**config.mk**
```make
export PLATFORM = sky130hd
export DESIGN_NAME = imem_loader_flat
export DESIGN_NICKNAME = d
export VERILOG_FILES = /design/src/rtl/imem_loader_if.sv /design/src/rtl/imem_loader.sv /design/src/flat_wrapper.sv
export SDC_FILE = /design/constraint.sdc
export NUM_CORES = 1
export LEC_CHECK = 0
export CORE_ASPECT_RATIO = 1.25
export CORE_MARGIN = 3
export CORE_UTILIZATION = 45
export CTS_CLUSTER_SIZE = 24
export DETAILED_ROUTE_END_ITERATION = 12
export PLACE_DENSITY_LB_ADDON = 0.08
export SLEW_MARGIN = 20
export SYNTH_ARGS = -nofsm -noshare
export SYNTH_HDL_FRONTEND = slang
export SYNTH_SLANG_ARGS = --single-unit
```
**constraint.sdc**
```tcl
create_clock -name clk -period 2.3 [get_ports clk]
set_input_delay 0.46 -clock clk [delete_from_list [all_inputs] [get_ports clk]]
set_output_delay 0.46 -clock clk [all_outputs]
set_load 0.1 [all_outputs]
```
**src/rtl/imem_loader_if.sv**
```systemverilog
// imem_loader_if: byte-stream input, instruction memory write port and
// load status for the imem_loader. The loader takes the slave side; the
// host/debug link (or a testbench) takes the master side.
interface imem_loader_if #(
  parameter int ADDR_W = 4,
  parameter int WIDTH  = 32
);
  logic              start;
  logic [7:0]        byte_in;
  logic              byte_valid;
  logic              byte_ready;
  logic              wr_en;
  logic [ADDR_W-1:0] wr_addr;
  logic [WIDTH-1:0]  wr_data;
  logic              busy;
  logic              core_hold;
  logic              done;
  logic              err;

  modport master (
    output start, byte_in, byte_valid,
    input  byte_ready, wr_en, wr_addr, wr_data, busy, core_hold, done, err
  );

  modport slave (
    input  start, byte_in, byte_valid,
    output byte_ready, wr_en, wr_addr, wr_data, busy, core_hold, done, err
  );
endinterface

```
**src/rtl/imem_loader.sv**
```systemverilog
// imem_loader: receives a program image as a byte stream (word count byte,
// then 4 bytes per word, MSB first) and writes the assembled 32-bit words
// into the instruction memory from address 0 while holding the core in
// reset. Pulses done at the end of every load; err reports the last load.
// Optional feature macro: IMEM_LOADER_CSUM_EN adds a trailing modulo-256
// checksum byte over all data bytes; a mismatch sets err.
module imem_loader #(
  parameter int ADDR_W = 4,
  parameter int DEPTH  = 16
) (
  input  logic         clk,
  input  logic         rst,
  imem_loader_if.slave bus
);

  localparam int WIDTH = 32;
  localparam int CW    = ADDR_W + 1;
  localparam logic [7:0]    DEPTH_B = 8'(DEPTH);
  localparam logic [CW-1:0] ONE_W   = CW'(1);

`ifdef IMEM_LOADER_CSUM_EN
  typedef enum logic [2:0] {
    S_IDLE,
    S_LEN,
    S_LOAD,
    S_CSUM,
    S_DONE
  } state_t;
`else
  typedef enum logic [1:0] {
    S_IDLE,
    S_LEN,
    S_LOAD,
    S_DONE
  } state_t;
`endif

  state_t            state;
  logic [CW-1:0]     word_cnt;
  logic [CW-1:0]     n_words;
  logic [1:0]        byte_cnt;
  logic [23:0]       asm_reg;
  logic              wr_en_q;
  logic [ADDR_W-1:0] wr_addr_q;
  logic [WIDTH-1:0]  wr_data_q;
  logic              err_q;
  logic              byte_ready;
  logic              accept;
`ifdef IMEM_LOADER_CSUM_EN
  logic [7:0]        csum_q;
`endif

  // The loader is ready for stream bytes in every state that consumes one.
  always_comb begin
    byte_ready = 1'b0;
    case (state)
      S_LEN:  byte_ready = 1'b1;
      S_LOAD: byte_ready = 1'b1;
`ifdef IMEM_LOADER_CSUM_EN
      S_CSUM: byte_ready = 1'b1;
`endif
      default: byte_ready = 1'b0;
    endcase
  end

  assign accept = bus.byte_valid && byte_ready;

  assign bus.byte_ready = byte_ready;
  assign bus.wr_en      = wr_en_q;
  assign bus.wr_addr    = wr_addr_q;
  assign bus.wr_data    = wr_data_q;
  assign bus.busy       = (state != S_IDLE);
  assign bus.core_hold  = (state != S_IDLE);
  assign bus.done       = (state == S_DONE);
  assign bus.err        = err_q;

  // Load sequencer: parses the count byte, assembles words and issues writes.
  always_ff @(posedge clk) begin
    if (rst) begin
      state     <= S_IDLE;
      word_cnt  <= '0;
      n_words   <= '0;
      byte_cnt  <= '0;
      asm_reg   <= '0;
      wr_en_q   <= 1'b0;
      wr_addr_q <= '0;
      wr_data_q <= '0;
      err_q     <= 1'b0;
`ifdef IMEM_LOADER_CSUM_EN
      csum_q    <= '0;
`endif
    end else begin
      wr_en_q <= 1'b0;
      case (state)
        S_IDLE: begin
          if (bus.start) begin
            state    <= S_LEN;
            err_q    <= 1'b0;
            word_cnt <= '0;
            byte_cnt <= '0;
`ifdef IMEM_LOADER_CSUM_EN
            csum_q   <= '0;
`endif
          end
        end

        S_LEN: begin
          if (accept) begin
            if (bus.byte_in == 8'd0) begin
              state <= S_DONE;
            end else if (bus.byte_in > DEPTH_B) begin
              err_q <= 1'b1;
              state <= S_DONE;
            end else begin
              n_words <= bus.byte_in[CW-1:0];
              state   <= S_LOAD;
            end
          end
        end

        S_LOAD: begin
          if (accept) begin
            asm_reg <= {asm_reg[15:0], bus.byte_in};
`ifdef IMEM_LOADER_CSUM_EN
            csum_q  <= csum_q + bus.byte_in;
`endif
            if (byte_cnt == 2'd3) begin
              wr_data_q <= {asm_reg, bus.byte_in};
              wr_addr_q <= word_cnt[ADDR_W-1:0];
              wr_en_q   <= 1'b1;
              word_cnt  <= word_cnt + ONE_W;
              byte_cnt  <= 2'd0;
              if ((word_cnt + ONE_W) == n_words) begin
`ifdef IMEM_LOADER_CSUM_EN
                state <= S_CSUM;
`else
                state <= S_DONE;
`endif
              end
            end else begin
              byte_cnt <= byte_cnt + 2'd1;
            end
          end
        end

`ifdef IMEM_LOADER_CSUM_EN
        S_CSUM: begin
          if (accept) begin
            if (bus.byte_in != csum_q) begin
              err_q <= 1'b1;
            end
            state <= S_DONE;
          end
        end
`endif

        S_DONE: begin
          state <= S_IDLE;
        end

        default: begin
          state <= S_IDLE;
        end
      endcase
    end
  end

endmodule

```
**src/flat_wrapper.sv**
```systemverilog
// flat-port wrapper written by rule: the top's interface ports become plain ports
module imem_loader_flat 
#(
  parameter int ADDR_W = 4,
  parameter int DEPTH  = 16
)
  (clk, rst, bus_start, bus_byte_in, bus_byte_valid, bus_byte_ready, bus_wr_en, bus_wr_addr, bus_wr_data, bus_busy, bus_core_hold, bus_done, bus_err);
  imem_loader_if #(.ADDR_W(ADDR_W), .WIDTH(32)) bus_i ();
  input  logic clk;
  input  logic rst;
  input wire logic [$bits(bus_i.start)-1:0] bus_start;
  input wire logic [$bits(bus_i.byte_in)-1:0] bus_byte_in;
  input wire logic [$bits(bus_i.byte_valid)-1:0] bus_byte_valid;
  output wire logic [$bits(bus_i.byte_ready)-1:0] bus_byte_ready;
  output wire logic [$bits(bus_i.wr_en)-1:0] bus_wr_en;
  output wire logic [$bits(bus_i.wr_addr)-1:0] bus_wr_addr;
  output wire logic [$bits(bus_i.wr_data)-1:0] bus_wr_data;
  output wire logic [$bits(bus_i.busy)-1:0] bus_busy;
  output wire logic [$bits(bus_i.core_hold)-1:0] bus_core_hold;
  output wire logic [$bits(bus_i.done)-1:0] bus_done;
  output wire logic [$bits(bus_i.err)-1:0] bus_err;
  assign bus_i.start = bus_start;
  assign bus_i.byte_in = bus_byte_in;
  assign bus_i.byte_valid = bus_byte_valid;
  assign bus_byte_ready = bus_i.byte_ready;
  assign bus_wr_en = bus_i.wr_en;
  assign bus_wr_addr = bus_i.wr_addr;
  assign bus_wr_data = bus_i.wr_data;
  assign bus_busy = bus_i.busy;
  assign bus_core_hold = bus_i.core_hold;
  assign bus_done = bus_i.done;
  assign bus_err = bus_i.err;
  imem_loader #(.ADDR_W(ADDR_W), .DEPTH(DEPTH)) u_core (.clk(clk), .rst(rst), .bus(bus_i));
endmodule
```
After elaboration in Yosys (flattened, before gate mapping)

Cells that the tools add are included.

Register bits: 76
Input port bits: 12
Output and inout port bits: 42
Word-level logic and storage cells: 66

Add/subtract/negate cells: 2
Magnitude comparators: 1
Equal/unequal tests: 12
Multiplexer cells: 23
Bitwise operators: 4
Reductions and logical operators: 15

Operator list:

| kind                | count |
|---|---|
| $mux 2              | 9 |
| $mux 5              | 3 |
| $ne 2x1->1 const B  | 5 |
| $pmux 5 s2          | 1 |
| $reduce_and 5->1    | 2 |
| $gt 8x5->1 const B  | 1 |
| $logic_not 8->1     | 1 |
| $pmux 2 s4          | 1 |
| $reduce_and 4->1    | 2 |
| $mux 1              | 7 |
| $eq 2x2->1 const B  | 3 |
| $reduce_and 3->1    | 2 |
| $reduce_bool 2->1   | 3 |
| $add 5x1->5 const B | 1 |
| $eq 5x5->1          | 1 |
| $ne 2x2->1 const B  | 2 |
| $not 1->1           | 4 |
| $pmux 2 s2          | 1 |
| $reduce_or 3->1     | 1 |
| $add 2x1->2 const B | 1 |
| $eq 2x1->1 const B  | 1 |
| $logic_not 2->1     | 1 |
| $pmux 1 s2          | 1 |
| $reduce_and 2->1    | 1 |
| other kinds (2)     | 2 |

Longest topological paths before layout

Depth after elaboration: 6
Depth in mapped cells: 9
Mapped depth without buffers: 7

Least setup slack after synthesis

OpenSTA, ideal clock, no wires.

Kind: register to register
Start point: register u_core.state[1]
End point: register u_core.state[0]
Library setup time: 0.086 ns
Data arrival time: 2.714 ns
Required time: 2.214 ns
Setup slack: -0.500 ns
Stages on the path, launching flop included: 7
Path buffers: 0
Clock period less this slack: 2.800 ns
Cells stage by stage: dfxtp_1 inv_1 ha_1 nand3_1 o41a_1 or4_1 a221oi_2

Word-level cells in the longest chain between the ends: 6
Elaborated cells between the ends (all ways): 14
Classes of those cells: eq/ne: 8; mux: 2; reduce/logical: 4

Ends and longest elaborated chain:

| what                                            | line               | RTL |
|---|---|---|
| start: declaration                              | imem_loader.sv:38  | `state_t state;` |
| start signal: assignment                        | imem_loader.sv:80  | `state <= S_IDLE;` |
| start signal: assignment                        | imem_loader.sv:97  | `state <= S_LEN;` |
| start signal: assignment                        | imem_loader.sv:110 | `state <= S_DONE;` |
| $eq 2x1->1 / $eq 2x2->1 (equally long branches) | imem_loader.sv:56  | `case (state)` |
| $reduce_or 2->1 (no line) *                     | n/a                |  |
| $mux 1 *                                        | imem_loader.sv:56  |  |
| named net bus_byte_ready                        | flat_wrapper.sv:14 | `output wire logic [$bits(bus_i.byte_ready)-1:0] bus_byte_ready;` |
| $logic_and 1x1->1 *                             | imem_loader.sv:66  | `assign accept = bus.byte_valid && byte_ready;` |
| $ne 2x1->1 (no line)                            | n/a                |  |
| $reduce_and 5->1 (no line) *                    | n/a                |  |

The timed path passes the listed nets; every way through them passes the cells marked *.
A chain may end at the register's enable or synchronous reset.

Final worst setup path

Start point: register u_core.state[1]
End point: register u_core.state[0]

Word-level cells in the longest chain between the ends: 6
Elaborated cells between the ends (all ways): 14
Classes of those cells: eq/ne: 8; mux: 2; reduce/logical: 4

Ends and longest elaborated chain:

| what                                            | line |
|---|---|
| $eq 2x1->1 / $eq 2x2->1 (equally long branches) | imem_loader.sv:56, imem_loader.sv:94 |
| $reduce_or 2->1 (no line)                       | n/a |
| $mux 1                                          | imem_loader.sv:56 |
| $logic_and 1x1->1                               | imem_loader.sv:66 |
| $ne 2x1->1 (no line)                            | n/a |
| $reduce_and 5->1 (no line)                      | n/a |

Several ways; a longest one is shown, not always the timed one.

==> metrics.yaml <==
yosys:
  asyncSetResetFlopFracSynth_pct: 0
  dominantRegCellSynth: "dfxtp_1"
  syn-num-nets: 397
  synth-seq-cells: 76
  yosysTopAreaCellShare_pct: 51.2
  ys_top_cells_by_count: "nand2_1, dfxtp_1, a21oi_1"
  yosys-top-cells-area: "dfxtp_1, nand2_1, a21oi_1"
  ys_types: 32
  seq_area_frac_synth_pct: 51.2
  synth_edf_count: 0
  syn-cell-area_um2: 2970
  synth_area_leader_cell: "dfxtp_1"
  synth_most_common_cell: "nand2_1"
  avgSynthCellArea_um2: 7.86
  yosysWarningCount: 0
  postSynthCellCount: 378
grt:
  grt_usage_pct: 18.7
  grt_pass1_vias: 2389
  grt_max_degree: 57
  grt_antenna_before_repair: 0
  overflow: 0
  grt_pass1_wl_um: 11400
place:
  portBuffers: 53
  place_ws_ns: -0.0653
  gp_congestion: 0.860
  place_hpwl_um: 4630
finish:
  num-nets-final: 459
  drive_gt1_share_pct: 19.1
  post-route-util_pct: 61.3
  largest_register_ffs: 32
  syn_to_final_growth_pct: 29.8
  num_antenna_cells: 0
clock_tree:
  postCtsSetupBuffers: 0
  h-tree-depth: 3
  clockRootBuffer: "clkbuf_8"
  cts_tree: "done"
  insertion_delay_ns: 0.35
  cts.clk_slew.worst_paths_ns: 0.08
  cts.sinks: 76
  cts_made_buffers: 9
  clockBufferDepth: 2
floorplan:
  core_region_area_um2: 6290
  io_pins: 54
  die_x_um: 78.7
  start_util_pct: 47.3
  die-area_um2: 7620
  core.rowCount: 32
  die_h_um: 96.8
route:
  drc: 0
  first_pass_iters: 4
  num_vias: 2684
  wire_per_inst_um: 12.9
  drt_iter0_drc: 159
  ant_nets: 0
  routed_wl_um: 6810
  viasPerCell: 5.07
sta:
  fmax_mhz: 455
  max-slew-margin-rel_pct: 70.2
  drv_slew: 0
  setup_viol: 0
  postLayoutSetupSlackWorst_ns: 0.103
  hold_violations: 0
  clock_skew_ns: 0.00691
  period_minus_slack_ns: 2.20
  max_slew.worst_pin.slew_ns: 0.447
  rsz0062_at_grt: "false"
  min_period_over_period_pct: 95.5
outcome:
  outcome: "complete, no violations"
job:
  cap_violations: 0
critical_path:
  crit_path_end_kind: "flop"
  crit_path_start_kind: "flop"
  critPathRequiredTime_ns: 2.56
  critPathMaxFanout: 5
  path_class: "flop to flop"
  arrival_ns: 2.46
power:
  total_power_w: 0.00363
  power_density_nw_per_um2: 942
  p_leak_nw: 1.43
  ir_drop_v: 0.000940
hold_path:
  hp-class: "flop to flop"
-- critical path, stage by stage, from the launching register on --
cell and delay (ns):
dfxtp_2 0.37, inv_1 0.11, ha_4 0.32, nand3_2 0.08, o41a_1 0.45, or4_1 0.55, a221oi_2 0.23
-- cell usage in the layout (no fill, tap or decap), drive strengths merged --
cell / synthesis / layout
a211o: 1 / 1
a211oi: 1 / 1
a21oi: 71 / 71
a221oi: 1 / 1
a22oi: 1 / 1
a311oi: 1 / 1
and2: 2 / 2
and3: 1 / 1
buf: 3 / 63
bufinv: 0 / 2
clkbuf: 19 / 9
clkdlybuf4s50: 0 / 10
clkinv: 0 / 3
clkinvlp: 0 / 1
dfxtp: 76 / 76
ha: 7 / 7
inv: 7 / 7
mux2: 1 / 1
mux2i: 2 / 2
nand2: 138 / 138
nand2b: 5 / 5
nand3: 5 / 5
nand4: 2 / 2
nand4b: 1 / 1
nor2: 5 / 5
nor3: 4 / 4
nor4: 2 / 2
nor4b: 1 / 1
o21ai: 11 / 11
o41a: 1 / 1
or3: 2 / 2
or4: 1 / 1
xnor2: 3 / 3
xor2: 3 / 3
-- final timing paths --
check | cells after the start | from | slack, ns | end
max | 6 | u_core.state[1] | 0.10 | u_core.state[0]
min | 2 | u_core.bus.wr_data[29] | 0.46 | u_core.bus.wr_data[29]
max reg2reg | 6 | u_core.state[1] | 0.10 | u_core.state[0]
min reg2reg | 2 | u_core.bus.wr_data[29] | 0.46 | u_core.bus.wr_data[29]
-- routing by layer --
layer | wire length, µm | GRT usage [%] | vias up
met5 | 0 | 0 | -
met4 | 84 | 7.27 | 0
met3 | 368 | 5.31 | 8
met2 | 3140 | 28.0 | 59
met1 | 3220 | 25.4 | 1243
li1 | - | - | 1374
-- metrics by stage --
stage / instance area (µm²) / setup TNS (ns) / instances / hold slack [ns]
after floorplan: 2990 / 0 / 378 / 0.432
after global placement: 3640 / -0.00103 / 514 / 0.444
after detailed placement: 3640 / -0.0653 / 514 / 0.447
after CTS: 3850 / 0 / 529 / 0.458
after global routing: 3860 / 0 / 529 / 0.473
final: 3860 / 0 / 529 / 0.456
-- final cells by class --
cell class	count	area (µm²)
flip-flops and latches	76	1520
fillers	596	2430
multi-input cells	273	1350
clock inverters	6	90.1
clock buffers	9	124
repair buffers	73	633
inverters	7	26.3
well taps	85	106
-- power breakdown --
group / total [W] / switching (W) / internal, W
combinational: 0.00115 / 0.000740 / 0.000410
clock: 0.00109 / 0.000488 / 0.000606
sequential: 0.00139 / 0.0000339 / 0.00135
total: 0.00363 / 0.00126 / 0.00237
-- kinds of logic after synthesis --
kind of cell | after synthesis | synth area share (%)
xor gates and xnor gates | 6 | 1.77
buffers and inverters | 29 | 3.79
muxes | 3 | 1.05
adders and majority gates | 7 | 2.95
AOI/OAI and AO/OA | 88 | 15.8
and+or+nand+nor | 169 | 23.4
DFF | 76 | 51.2
-- timing repair --
item | CTS | global route
endpoints found under the setup margin | 0 | 1
gates resized for setup | 0 | 2
hold buffers | 0 | 0
(Power assumes the default switching activity.)
==> RTL edit, RTL diff (config.mk and constraints unchanged) <==
Make the reset (`rst`) asynchronous in one clocked block.
--- a/src/rtl/imem_loader.sv
+++ b/src/rtl/imem_loader.sv
@@ -76,5 +76,5 @@
 
   // Load sequencer: parses the count byte, assembles words and issues writes.
-  always_ff @(posedge clk) begin
+  always_ff @(posedge clk or posedge rst) begin
     if (rst) begin
       state     <= S_IDLE;
Formal check against the unedited RTL: differs if rst is asserted again (counterexample within 4 cycles, from zero or initial values and one cycle with rst high); with rst held inactive, the same outputs for 10 cycles.
==> RTL edit against the original RTL <==
Area after synthesis increased by 13%; routed wire length increased by 1.3%; sequential cell count unchanged; setup slack improved by 110 ps; cell area increased by 9.0%; highest routed layer unchanged.
Power is not compared: it rests on default switching activity, and its combinational part moved more than twofold at a synthesized area within 25%.
==> RTL edit: results <==
[global_route]
grt_pass1_vias = 2297
grt_max_degree = 77
grt_pass1_wl_um = 11500
met3_usage_pct = 3.28

[critical_path]
timing.rr.start = "u_core.state[0]$_DFFE_PP0P_"
cp_max_fo = 12
critical_path_arrival_ps = 2310

[route]
first_iter_violations = 103
wirelength_met1_um = 3090
wl_met2_um = 3520
wl_met3_um = 219
drt-total-wl_um = 6900

[timing]
fin_skew_ps = 8.18
tightest_slew_ps = 416

[synth]
yosysSeqAreaShare_pct = 56.7
synthArstFlopShare_pct = 100
postSynthAreaPerCell_sq_um = 10.6

[clock_network]
cts_root_buffer = "clkbuf_8"
cts-htree-levels = 3

[power]
p_leak_nw = 2.14

[placement]
place_hpwl_um = 4670
placed_area_sq_mm = 0.00398

[final_layout]
fillers = 600
fin_nets = 394
syn_to_final_growth_pct = 25.3
drive_gt1_share_pct = 29.1

[status]
status = "completed"

[worst_hold_path]
hp-start = "u_core.asm_reg[23]$_DFFE_PP0P_"
RTL edit: power breakdown:
group	internal, W	leakage (nW)	total [W]	switching [W]
registers	0.00175	1.00	0.00206	0.000309
logic	0.000961	1.03	0.00275	0.00179
clock network	0.000645	0.110	0.00114	0.000495
total	0.00335	2.14	0.00595	0.00260
RTL edit: critical path, cell delays in order (launching register included):
cell and delay, ps:
dfrtp_1 410, inv_1 130, ha_1 430, a21bo_2 300, and4_1 200, a21oi_2 190, mux2_4 310
RTL edit: kinds of logic (layout without fill, tap and decap cells):
family	after synthesis	count (layout)	synth area share, %
multiplexers	32	32	11.4
AND/OR/NAND/NOR	142	142	18.1
buffers and inverters	24	89	3.50
adder cells (fa/ha/maj)	6	6	2.24
XOR/XNOR	7	7	1.83
flip-flops	76	76	56.7
AO/OA/AOI/OAI	29	29	6.26
RTL edit: final cells by class:
cell class,count,area share [%]
clock inverter,5,2.02
clock buffer,11,3.36
sequential,76,45.2
inverter,8,0.804
multi-input combinational,216,31.8
timing repair buffer,65,14.0
tap,90,2.68
RTL edit: final timing paths:
| kind | endpoint | slack (ps) | depth (start not counted) |
|---|---|---|---|
| worst max register to register | u_core.state[1]$_DFFE_PP0P_ | 210 | 6 |
| max in group asynchronous | u_core.asm_reg[5]$_DFFE_PP0P_ | 1420 | 3 |
| worst max-delay path | u_core.state[1]$_DFFE_PP0P_ | 210 | 6 |
| min in group asynchronous | u_core.bus.wr_addr[0]$_DFFE_PP0P_ | 570 | 3 |
| worst min-delay path | u_core.bus.wr_data[31]$_DFFE_PP0P_ | 460 | 2 |
| worst min register to register | u_core.bus.wr_data[31]$_DFFE_PP0P_ | 460 | 2 |
